<file path="config.mk">
export PLATFORM = sky130hd
export DESIGN_NAME = sfp_resize_sched
export DESIGN_NICKNAME = d
export VERILOG_FILES = /design/src/rtl/sfp_resize_sched.sv
export SDC_FILE = /design/constraint.sdc
export NUM_CORES = 1
export LEC_CHECK = 0
export ABC_AREA = 0
export BUFFER_PORTS_ARGS = -buffer_cell sky130_fd_sc_hd__buf_4
export CAP_MARGIN = 20
export CELL_PAD_IN_SITES_DETAIL_PLACEMENT = 1
export CELL_PAD_IN_SITES_GLOBAL_PLACEMENT = 2
export CORE_ASPECT_RATIO = 0.9
export CORE_MARGIN = 1
export CORE_UTILIZATION = 30
export DETAILED_ROUTE_END_ITERATION = 8
export GPL_TIMING_DRIVEN = 1
export HOLD_SLACK_MARGIN = 0.1
export PLACE_DENSITY_LB_ADDON = 0.1
export SLEW_MARGIN = 10
export SYNTH_ARGS = -nofsm -noshare
export SYNTH_HDL_FRONTEND = slang
export SYNTH_SLANG_ARGS = --single-unit
</file>
<file path="constraint.sdc">
create_clock -name clk -period 6.33 [get_ports clk]
set_input_delay 1.266 -clock clk [delete_from_list [all_inputs] [get_ports clk]]
set_output_delay 1.266 -clock clk [all_outputs]
set_load 0.02 [all_outputs]
</file>
<file path="src/rtl/sfp_resize_sched.sv">
// sfp_resize_sched: round-robin arbiter sharing one signed fixed-point
// resize/clip datapath between NCH channels. The granted sample is floored to
// OUT_QW fractional bits, saturated to OUT_IW integer bits, then registered
// with its channel tag and clip flag. Per-channel clip statistics are kept
// for software headroom monitoring.
module sfp_resize_sched #(
    parameter int NCH    = 4,
    parameter int IN_IW  = 4,
    parameter int IN_QW  = 8,
    parameter int OUT_IW = 2,
    parameter int OUT_QW = 4,
    parameter int CNT_W  = 8,
    localparam int IN_W  = IN_IW + IN_QW,
    localparam int OUT_W = OUT_IW + OUT_QW,
    localparam int CHW   = (NCH > 1) ? $clog2(NCH) : 1
) (
    input  logic                    clk,
    input  logic                    rst,
    input  logic [NCH-1:0]          in_valid,
    output logic [NCH-1:0]          in_ready,
    input  logic [NCH*IN_W-1:0]     in_data,
    output logic                    out_valid,
    input  logic                    out_ready,
    output logic [OUT_W-1:0]        out_data,
    output logic [CHW-1:0]          out_ch,
    output logic                    out_clip,
    input  logic                    clr_stats,
    output logic [NCH-1:0]          clip_sticky,
    output logic [NCH*CNT_W-1:0]    clip_cnt
);

    // Shift amounts for the fractional alignment; only one of them is ever non-zero.
    localparam int SHR = (IN_QW > OUT_QW) ? (IN_QW - OUT_QW) : 0;
    localparam int SHL = (OUT_QW > IN_QW) ? (OUT_QW - IN_QW) : 0;
    // Working width wide enough for the aligned input and both saturation bounds.
    localparam int WW  = IN_W + SHL + OUT_W + 1;

    localparam logic signed [WW-1:0] SAT_MAX = WW'((64'sd1 <<< (OUT_W - 1)) - 64'sd1);
    localparam logic signed [WW-1:0] SAT_MIN = -SAT_MAX - WW'(1);

    // Align fractional bits (floor when dropping LSBs), then saturate the
    // integer part. Returns {clip, data}. When the output has at least as many
    // integer bits as the input, the bounds can never be exceeded, so clip=0.
    function automatic logic [OUT_W:0] resize_sat(input logic signed [IN_W-1:0] x);
        logic signed [WW-1:0] t;
        t = WW'(x);
        t = (t >>> SHR) <<< SHL;
        if (t > SAT_MAX) begin
            resize_sat = {1'b1, SAT_MAX[OUT_W-1:0]};
        end else if (t < SAT_MIN) begin
            resize_sat = {1'b1, SAT_MIN[OUT_W-1:0]};
        end else begin
            resize_sat = {1'b0, t[OUT_W-1:0]};
        end
    endfunction

    // Saturating increment: a full counter stays full.
    function automatic logic [CNT_W-1:0] cnt_inc(input logic [CNT_W-1:0] c);
        cnt_inc = (c == {CNT_W{1'b1}}) ? c : c + CNT_W'(1);
    endfunction

    logic [CHW-1:0]            ptr_q;
    logic [CHW-1:0]            gidx;
    logic                      found;
    logic                      can_accept;
    logic                      xfer;
    logic signed [IN_W-1:0]    samp_p0;
    logic [OUT_W:0]            res_p0;

    logic                      vld_p1;
    logic signed [OUT_W-1:0]   data_p1;
    logic [CHW-1:0]            ch_p1;
    logic                      clip_p1;

    logic [NCH-1:0]            sticky_q;
    logic [CNT_W-1:0]          cnt_q [NCH];
    logic                      stat_hit;

    assign can_accept = !vld_p1 || out_ready;

    // Round-robin search starting at the pointer; first requesting channel wins.
    always_comb begin
        found = 1'b0;
        gidx  = '0;
        for (int k = 0; k < NCH; k++) begin
            if (!found && in_valid[(int'(ptr_q) + k) % NCH]) begin
                found = 1'b1;
                gidx  = CHW'((int'(ptr_q) + k) % NCH);
            end
        end
        in_ready = (found && can_accept && !rst) ? (NCH'(1) << gidx) : '0;
    end

    assign xfer = |(in_valid & in_ready);

    // ---- stage p0: granted sample through the resize/clip datapath ----
    assign samp_p0 = in_data[gidx*IN_W +: IN_W];
    assign res_p0  = resize_sat(samp_p0);

    // Output register and pointer: load on a transfer, drain on accept, hold otherwise.
    always_ff @(posedge clk or posedge rst) begin
        if (rst) begin
            vld_p1  <= 1'b0;
            data_p1 <= '0;
            ch_p1   <= '0;
            clip_p1 <= 1'b0;
            ptr_q   <= '0;
        end else if (xfer) begin
            vld_p1  <= 1'b1;
            data_p1 <= res_p0[OUT_W-1:0];
            ch_p1   <= gidx;
            clip_p1 <= res_p0[OUT_W];
            ptr_q   <= (int'(gidx) == NCH - 1) ? '0 : gidx + CHW'(1);
        end else if (out_ready) begin
            vld_p1  <= 1'b0;
        end
    end

    // ---- stage p1: registered output ----
    assign out_valid = vld_p1;
    assign out_data  = data_p1;
    assign out_ch    = ch_p1;
    assign out_clip  = clip_p1;

    assign stat_hit = vld_p1 && out_ready && clip_p1;

    // Clip statistics: clear first, then a clip handshake on the same edge wins for its channel.
    always_ff @(posedge clk or posedge rst) begin
        if (rst) begin
            sticky_q <= '0;
            for (int i = 0; i < NCH; i++) cnt_q[i] <= '0;
        end else begin
            for (int i = 0; i < NCH; i++) begin
                if (stat_hit && int'(ch_p1) == i) begin
                    sticky_q[i] <= 1'b1;
                    cnt_q[i]    <= clr_stats ? CNT_W'(1) : cnt_inc(cnt_q[i]);
                end else if (clr_stats) begin
                    sticky_q[i] <= 1'b0;
                    cnt_q[i]    <= '0;
                end
            end
        end
    end

    // Flatten the counters onto the packed status port.
    always_comb begin
        clip_cnt = '0;
        for (int i = 0; i < NCH; i++) clip_cnt[i*CNT_W +: CNT_W] = cnt_q[i];
    end

    assign clip_sticky = sticky_q;

endmodule

</file>
After elaboration in Yosys (flattened, before gate mapping)
Index checks and enable logic that the tools add are counted. W data, S select, Z words.

Bitwise operators: 4. Reduce and logical (&&, ||, !) cells: 31. Multipliers: 1. Eq/ne operators: 12. Muxes and demuxes: 43. Add/subtract/negate cells: 8. Shift operators: 2. Order comparisons: 6.

Operators by type and width (number): $mux W8 (13); $shiftx A48 B7 Y12 (1); $add A8 B1 Y8 const B (4); $eq A8 B8 Y1 const B (4); $mux W1 (18); $mux W7 (2); $lt A3 B4 Y1 const B (3); $logic_and A1 B1 Y1 (11); $mux W2 (5); $reduce_bool A2 Y1 (5); $bmux W1 S2 (4); $gt A8 B6 Y1 const B (1); $lt A8 B6 Y1 const B (1); $ne A2 B2 Y1 const B (4); $reduce_and A2 Y1 (4); $reduce_or A2 Y1 (3); $logic_not A1 Y1 (5); $add A2 B1 Y2 const B (2); $add A2 B2 Y2 const B (2); $and A4 B4 Y4 (1); $eq A2 B1 Y1 const B (2); $eq A2 B2 Y1 const B (2); $mul A2 B2 Y4 const B (1); $mux W4 (1); other kinds (6) (8).

Bits in registers: 48. Input port bits: 56.

Logic depth before layout (Yosys ltp)
Gate-level depths: netlist of the first run.

Depth after elaboration: 20. Depth in mapped cells: 14.

Worst setup path after synthesis of the first run
OpenSTA, ideal clock, no wires.

Kind: input to output. Start: in in_valid[0]. End: out in_ready[1]. Stages on the path: 8. Arrival: 2520 ps. Setup slack: 2544 ps. Path through: a21o_1 -> a21oi_1 -> nor2_1 -> or2_0 -> buf_4 -> clkbuf_1 -> ha_1 -> and2_1.

Longest elaborated chain between the ends: 15. Elaborated cells between the ends (all ways): 29. Classes of those cells: shift (1); mux (20); reduce/logical (8).

RTL lines: from (decl) (line 19) `input logic [NCH-1:0] in_valid,`; $bmux W1 S2 (line 86) `if (!found && in_valid[(int'(ptr_q) + k) % NCH]) begin`; $mux W1 (not written as such) (line 86); $mux W1 (line 86); $logic_not A1 Y1 (line 86); $logic_and A1 B1 Y1 (line 86); $mux W1 (line 86); $logic_not A1 Y1 (line 86); $logic_and A1 B1 Y1 (line 86); $mux W1 (line 86); $logic_not A1 Y1 (line 86); $logic_and A1 B1 Y1 (line 86); $mux W1 (line 86); $logic_and A1 B1 Y1 (2 in series) (line 91) `in_ready = (found && can_accept && !rst) ? (NCH'(1) << gidx) : '0;`; $mux W4 (*) (line 91); to (decl) (line 20) `output logic [NCH-1:0] in_ready,`.

Every way passes the cells marked *; elsewhere a longest branch is shown, timed or not. The select of a mux whose other input is x is not followed.

Worst setup path in the final report of the first run
Start: in in_valid[2]. End: out in_ready[0].

The elaborated chain is that of the path after synthesis.

==> results of run 1 <==
where the power goes:
group / total, mW / switching (mW) / leakage, nW / internal, mW
logic: 0.433 / 0.243 / 1.06 / 0.190
registers: 0.401 / 0.0468 / 0.642 / 0.355
clock network: 0.238 / 0.108 / 0.0614 / 0.129
total: 1.07 / 0.398 / 1.76 / 0.674
final cells by class:
type                            instances  area, um2
Fill cell                            1079       5050
Multi-Input combinational cell        218       1430
Sequential cell                        48       1200
Timing Repair Buffer                   92        711
Tap cell                              119        149
Clock buffer                            6       82.6
Inverter                               15       57.6
Clock inverter                          2       38.8
layer usage:
| metal | track usage (%) | part of all wire, % | up-vias |
|---|---|---|---|
| li1 | - | - | 1182 |
| met1 | 22.3 | 50 | 1175 |
| met2 | 23.9 | 45 | 47 |
| met3 | 3.09 | 4.1 | 7 |
| met4 | 3.17 | 0.81 | 0 |
| met5 | 0 | 0 | - |
cell families after synthesis:
kind of cell	synth area share [%]
buf+inv	4.20
mux	9.35
fa+ha+maj	3.65
xor+xnor	6.07
flops	43.8
compound gates	12.0
simple gates	20.9
worst reg2reg max path: stages (launching register included):
cell and delay [ns]:
dfrtp_1 0.43, nand2b_1 0.15, a21oi_1 0.10, a211oi_4 0.20, buf_4 0.33, inv_1 0.15, ha_1 0.23, a22oi_1 0.18
nand2_1 0.08, and2_0 0.44, and4b_2 0.39, nor3_2 0.10
registers in the layout, indices dropped and copies added, names as in the netlist:
name and flops:
out_ch 2, clip_sticky 4, out_clip 1, out_valid 1, clip_cnt 32, ptr_q 2, out_data 6
cells in the final DEF, fill, tap and decap left out, drive strengths merged, types with 4 or more instances in the layout:
cell,n
nand2,32
mux2,6
nor3,6
nand3,6
xor2,15
and3,6
nor2,43
clkbuf,6
o21ai,18
mux2i,16
xnor2,4
or3,4
a311oi,6
nand4,8
ha,8
buf,92
dfrtp,48
and2,5
a21oi,9
inv,14
final timing paths:
kind	from	endpoint	slack, ns
hold reg to reg	out_data[5]	out_data[5]	0.49
setup reg to reg	ptr_q[0]	out_clip	3.47
min in group asynchronous	rst	out_valid	1.06
hold / removal	out_data[5]	out_data[5]	0.49
max in group asynchronous	rst	out_data[5]	4.74
setup / recovery	in_valid[2]	in_ready[0]	2.21
metrics by stage:
stage	util, %	area (um2)
6_report	42.1	3670
2_1_floorplan	-	2740
4_1_cts	41.8	3650
3_3_place_gp	40.4	3520
5_1_grt	42.1	3670
3_5_place_dp	40.4	3520
==> results_dict.tcl, run 1 <==
set metrics [dict create \
    cts_resized 0 \
    ys.flop_type "dfrtp_1" \
    yosysTopAreaCell "dfrtp_1" \
    grt_pass1_vias 2286 \
    yosys_warnings 0 \
    finalSetupViolations 0 \
    antenna_cells 0 \
    rsz0062_at_grt "false" \
    ys_types 47 \
    core_um2 8730 \
    synth_edf_count 0 \
    crit_required_ns 5.06 \
    row_count 32 \
    numPortBuffers 89 \
    avgSynthCellArea_um2 9.42 \
    cts_buffers 5 \
    holdWs_ns 0.487 \
    die_x_um 103 \
    clock_sinks 48 \
    cp_max_fo 20 \
    die_area_um2 9530 \
    cp_cell_sequence "buf_4 > inv_1 > o22ai_1 > a211oi_4 > buf_4 > inv_1 > ha_1 > and2_1 > buf_4" \
    synth_area_leaders "dfrtp_1 (44%), nor2_1 (5.9%), mux2i_1 (5.1%), xor2_1 (4.8%), nand2_1 (4.4%)" \
    worstMarginPinSlew_ns 0.782 \
    nNetsFinal 444 \
    power.density_nw_per_um2 292 \
    holdPathStages 2 \
    routabilityCongestion 0.743 \
    synth_commonest_cells "dfrtp_1 (48), nor2_1 (43), nand2_1 (32), o21ai_0 (17), xor2_1 (15)" \
    drtAntennaViolNets 0 \
    synth_seq_cells 48 \
    power_leakage_nw 1.76 \
    initial_core_util_pct 31.4 \
    postCtsSetupBuffers 0 \
    endpoint_kind "output port" \
    insertion_delay_ns 0.30 \
    path_delay_family "buffers and inverters" \
    antenna_found_initial 0 \
    critPathKind "in -> out" \
    cp-start-kind "input pin" \
    reg2regPathDepth 11 \
    yosysTopAreaCellShare_pct 43.8 \
    dr.pass1.iters 4 \
    fin_skew_ns 0.0113 \
    drive_above_1_share_pct 30.7 \
    worst-path-stages 9 \
    htreeDepth 2 \
    crit_top_cell "buf_4" \
    ctsHoldBuffers 0 \
    syn_inst 291 \
    cts_tree "done" \
    min_period_ns 4.12 \
    synthArstFlopShare_pct 100 \
    clock_path_buffers 2 \
    ioPinCount 106 \
    setup_ws_ns 2.21 \
    fmax_mhz 243 \
    crit_path_top_delay_cell "buf_4" \
    grt.overflow.total 0 \
    total_power_mw 1.07 \
    first_iter_violations 55 \
    mappedNetlistArea_um2 2740 \
    seq_area_frac_synth_pct 43.8 \
    yosysMostFrequentCell "dfrtp_1" \
    path_buf_inv 5 \
    crit_path_max_incr_delay_ns 0.33 \
    cp.arrival_ns 2.85 \
    peakVddDrop_mv 0.152 \
    pre_cts_slack_ns 2.21 \
    setup_tns_ns 0 \
    syn_nets 355 \
    wl_per_cell_um 14.3 \
    vias_per_cell 4.82 \
    dp.cells 491 \
    worstHoldPathType "reg -> reg" \
    drc 0 \
    die_h_um 92.7 \
    grt_pass1_wl_um 11500 \
    hpwl_um 5270 \
    finalNonFillerCells 500 \
    vias 2411 \
    area_growth_pct 33.9 \
    drv_cap 0 \
    wirelength_um 7140 \
    outcome "finished, final reports clean" \
    grtUsageTotal_pct 15.5 \
    path_clk_slew_ns 0.08 \
    grt_max_degree 49 \
    root_buffer "clkbuf_8" \
    drv_slew 0 \
    max_slew_margin_pct 47.9 \
    hold_violations 0 \
    fin_crit_sh_pct 65.0 \
]
Note: power is estimated with default switching activity, not from simulation.
==> run 2, diff against run 1 <==
ABC_AREA = 1   (was 0)
CORE_UTILIZATION = 24   (was 30)
clock period = 3.55 ns   (was 6.33 ns; I/O delays follow)
==> results_dict.tcl, run 2 <==
set metrics [dict create \
    grt_max_degree 30 \
    rsz0062_at_grt "false" \
    reg2reg_setup_slack_ns 0.72 \
    antenna_cells 0 \
    worstMarginPinSlew_ns 0.648 \
    fin_crit_sh_pct 91.7 \
    core_um2 12600 \
    clockPowerShare_pct 14.6 \
    htreeDepth 2 \
    die_area_um2 13400 \
    ctsHoldBuffers 0 \
    hold_violations 0 \
    yosys.area_share.simple_pct 31.8 \
    synth_compound_area_share_pct 15.8 \
    power_leakage_nw 2.07 \
    antenna_found_initial 0 \
    fillers 1562 \
    worstHoldPathType "reg -> reg" \
    root_buffer "clkbuf_16" \
    drv_cap 0 \
    cp_max_fo 14 \
    outcome "finished, final reports clean" \
    synth_edf_count 0 \
    first_iter_violations 108 \
    power.density_nw_per_um2 806 \
    yosys_warnings 0 \
    drv_slew 0 \
    holdWs_ns 0.485 \
    drc 0 \
    drtAntennaViolNets 0 \
    cp_cell_sequence "inv_4 > nand2_1 > nand3_1 > nand2_2 > inv_1 > nand3_1 > nand3_2 > inv_2 > ha_1 > inv_1 > nor2_1 > buf_4" \
    ys.flop_type "dfrtp_1" \
    initial_core_util_pct 24.6 \
    cts_tree "done" \
    hpwl_um 7430 \
    total_power_mw 3.31 \
    dr.pass1.iters 6 \
    critPathKind "reg -> out" \
    vias_per_cell 4.48 \
    cp.arrival_ns 2.55 \
    peakVddDrop_mv 0.311 \
    seq_area_frac_synth_pct 38.7 \
    synth_area_leaders "dfrtp_1 (39%), nand2_1 (15%), inv_1 (7.5%), o21ai_0 (4.7%), o211ai_1 (3.4%)" \
    ioPinCount 106 \
    pwr-share-seq_pct 21.8 \
    min_from "clip_sticky[2]" \
    dpl-instance-area_um2 3970 \
    largest_register_ffs 32 \
    area_growth_pct 32.4 \
    ff_latch_area_um2 1200 \
    min_to "clip_sticky[2]" \
    wl_per_cell_um 13.7 \
    nNetsFinal 587 \
    yosysTopAreaCell "dfrtp_1" \
    die_x_um 122 \
    routabilityCongestion 0.753 \
    cts_buffers 5 \
    syn_inst 430 \
    busiest_layer "met2" \
    reg2regPathDepth 13 \
    yosysTopAreaCellShare_pct 38.7 \
    syn_nets 494 \
    cp-start-kind "flip-flop" \
    r2r-start "ptr_q[0]" \
    synth.mux.area_fraction_pct 0 \
    internal_power_mw 1.68 \
    crit_path_max_incr_delay_ns 0.55 \
    postCtsSetupBuffers 0 \
    finalSetupViolations 0 \
    numPortBuffers 89 \
    avgSynthCellArea_um2 7.22 \
    grt_util_met1_pct 20.5 \
    synth_top_family_by_area "simple AND/OR/NAND/NOR gates" \
    setup_tns_ns 0 \
    drive_above_1_share_pct 26.0 \
    ys_types 38 \
    final_area_um2 4110 \
    clock_path_buffers 2 \
    max_slew_margin_pct 56.8 \
    path_clk_slew_ns 0.06 \
    power_switching_mw 1.63 \
    crit_required_ns 2.84 \
    synth_seq_cells 48 \
    synthArstFlopShare_pct 100 \
    clock_sinks 48 \
    synth_fa_ha_area_share_pct 3.22 \
    grt_pass1_wl_um 15500 \
    row_count 39 \
    synth_commonest_cells "nand2_1 (123), inv_1 (62), dfrtp_1 (48), o21ai_0 (29), nor2_1 (26)" \
    combPwrFrac_pct 63.5 \
    grt.overflow.total 0 \
    synth-xor-area-share_pct 0.282 \
    vias 3085 \
    multi_input_area_um2 1590 \
    grtUsageMet3_pct 3.16 \
    switching_share_pct 49.3 \
    wirelength_um 9450 \
    grtUsageTotal_pct 14.9 \
    mostFrequentLayoutCell "nand2_1" \
    fin_skew_ns 0.00477 \
    cts_resized 0 \
    insertion_delay_ns 0.29 \
    mappedNetlistArea_um2 3110 \
    die_h_um 110 \
    layout_common_cells "nand2_1 (123), buf_4 (96), inv_1 (61), dfrtp_1 (48), o21ai_0 (29)" \
    grt_use_met2_pct 23.6 \
    holdPathStages 1 \
    grt_pass1_vias 3097 \
    reg2reg_to "out_ch[0]" \
    endpoint_kind "output port" \
    min_period_ns 3.26 \
    yosysMostFrequentCell "nand2_1" \
    crit_path_top_delay_cell "dfrtp_1" \
    fmax_mhz 307 \
]
[run 2: cell count changes after synthesis, sizes merged, moves of 7 or more]
cell / previous run / this run
nand2: 32 / 132
inv: 14 / 65
mux2i: 16 / 0
nor2: 43 / 28
nand3: 6 / 20
xor2: 15 / 1
o211ai: 1 / 14
o21ai: 18 / 30
or2: 1 / 10
a21oi: 9 / 17
nor3: 6 / 13
[run 2: metrics by stage]
step	setup slack [ns]	util [%]	cells
6_report	0.294	32.5	688
5_1_grt	0.0601	32.5	688
4_1_cts	0.271	32.5	688
3_5_place_dp	0.371	31.4	680
3_3_place_gp	0.397	31.4	680
2_1_floorplan	0.663	-	430
[run 2: power groups by stage]
stage | sequential [mW] | combinational [mW] | clock [mW]
floorplan | 0.779 | 1.53 | 0
global placement | 0.734 | 2.14 | 0
detailed placement | 0.736 | 2.15 | 0
CTS | 0.726 | 2.15 | 0.512
global route | 0.739 | 2.40 | 0.524
finish | 0.723 | 2.10 | 0.485
[run 2: worst max-delay path: cells and delay by family, from the launching register on]
| family | cells | cell delay, ns |
|---|---|---|
| adder cells (fa/ha/maj) | 1 | 0.23 |
| buffers and inverters | 5 | 0.62 |
| AND/OR/NAND/NOR | 6 | 0.85 |
| flip-flops | 1 | 0.55 |
[run 2: how the worst max path moves through the flow]
stage / startpoint / to / cells after the start
after floorplan: in_valid[3] / in_ready[1] / 14
after global placement: in_valid[1] / in_ready[3] / 14
after detailed placement: in_valid[1] / in_ready[3] / 14
after CTS: ptr_q[0] / in_ready[3] / 12
after global routing: ptr_q[0] / in_ready[3] / 14
final: ptr_q[0] / in_ready[3] / 12
[run 2: kinds of logic after synthesis]
kind of cell / count (synthesis)
xor+xnor: 1
compound gates: 79
fa+ha+maj: 8
flops: 48
buf+inv: 76
simple gates: 218
[run 2: layer usage]
metal | vias up | wire [um]
met5 | - | 0
met4 | 0 | 87
met3 | 8 | 405
met2 | 52 | 4190
met1 | 1434 | 4760
li1 | 1591 | -
[run 2: cell type report]
class	instances	area share [%]
clock buffer	8	3.56
inverter	66	6.08
sequential	48	29.2
multi-input combinational	306	38.6
timing repair buffer	96	17.5
tap	164	4.99
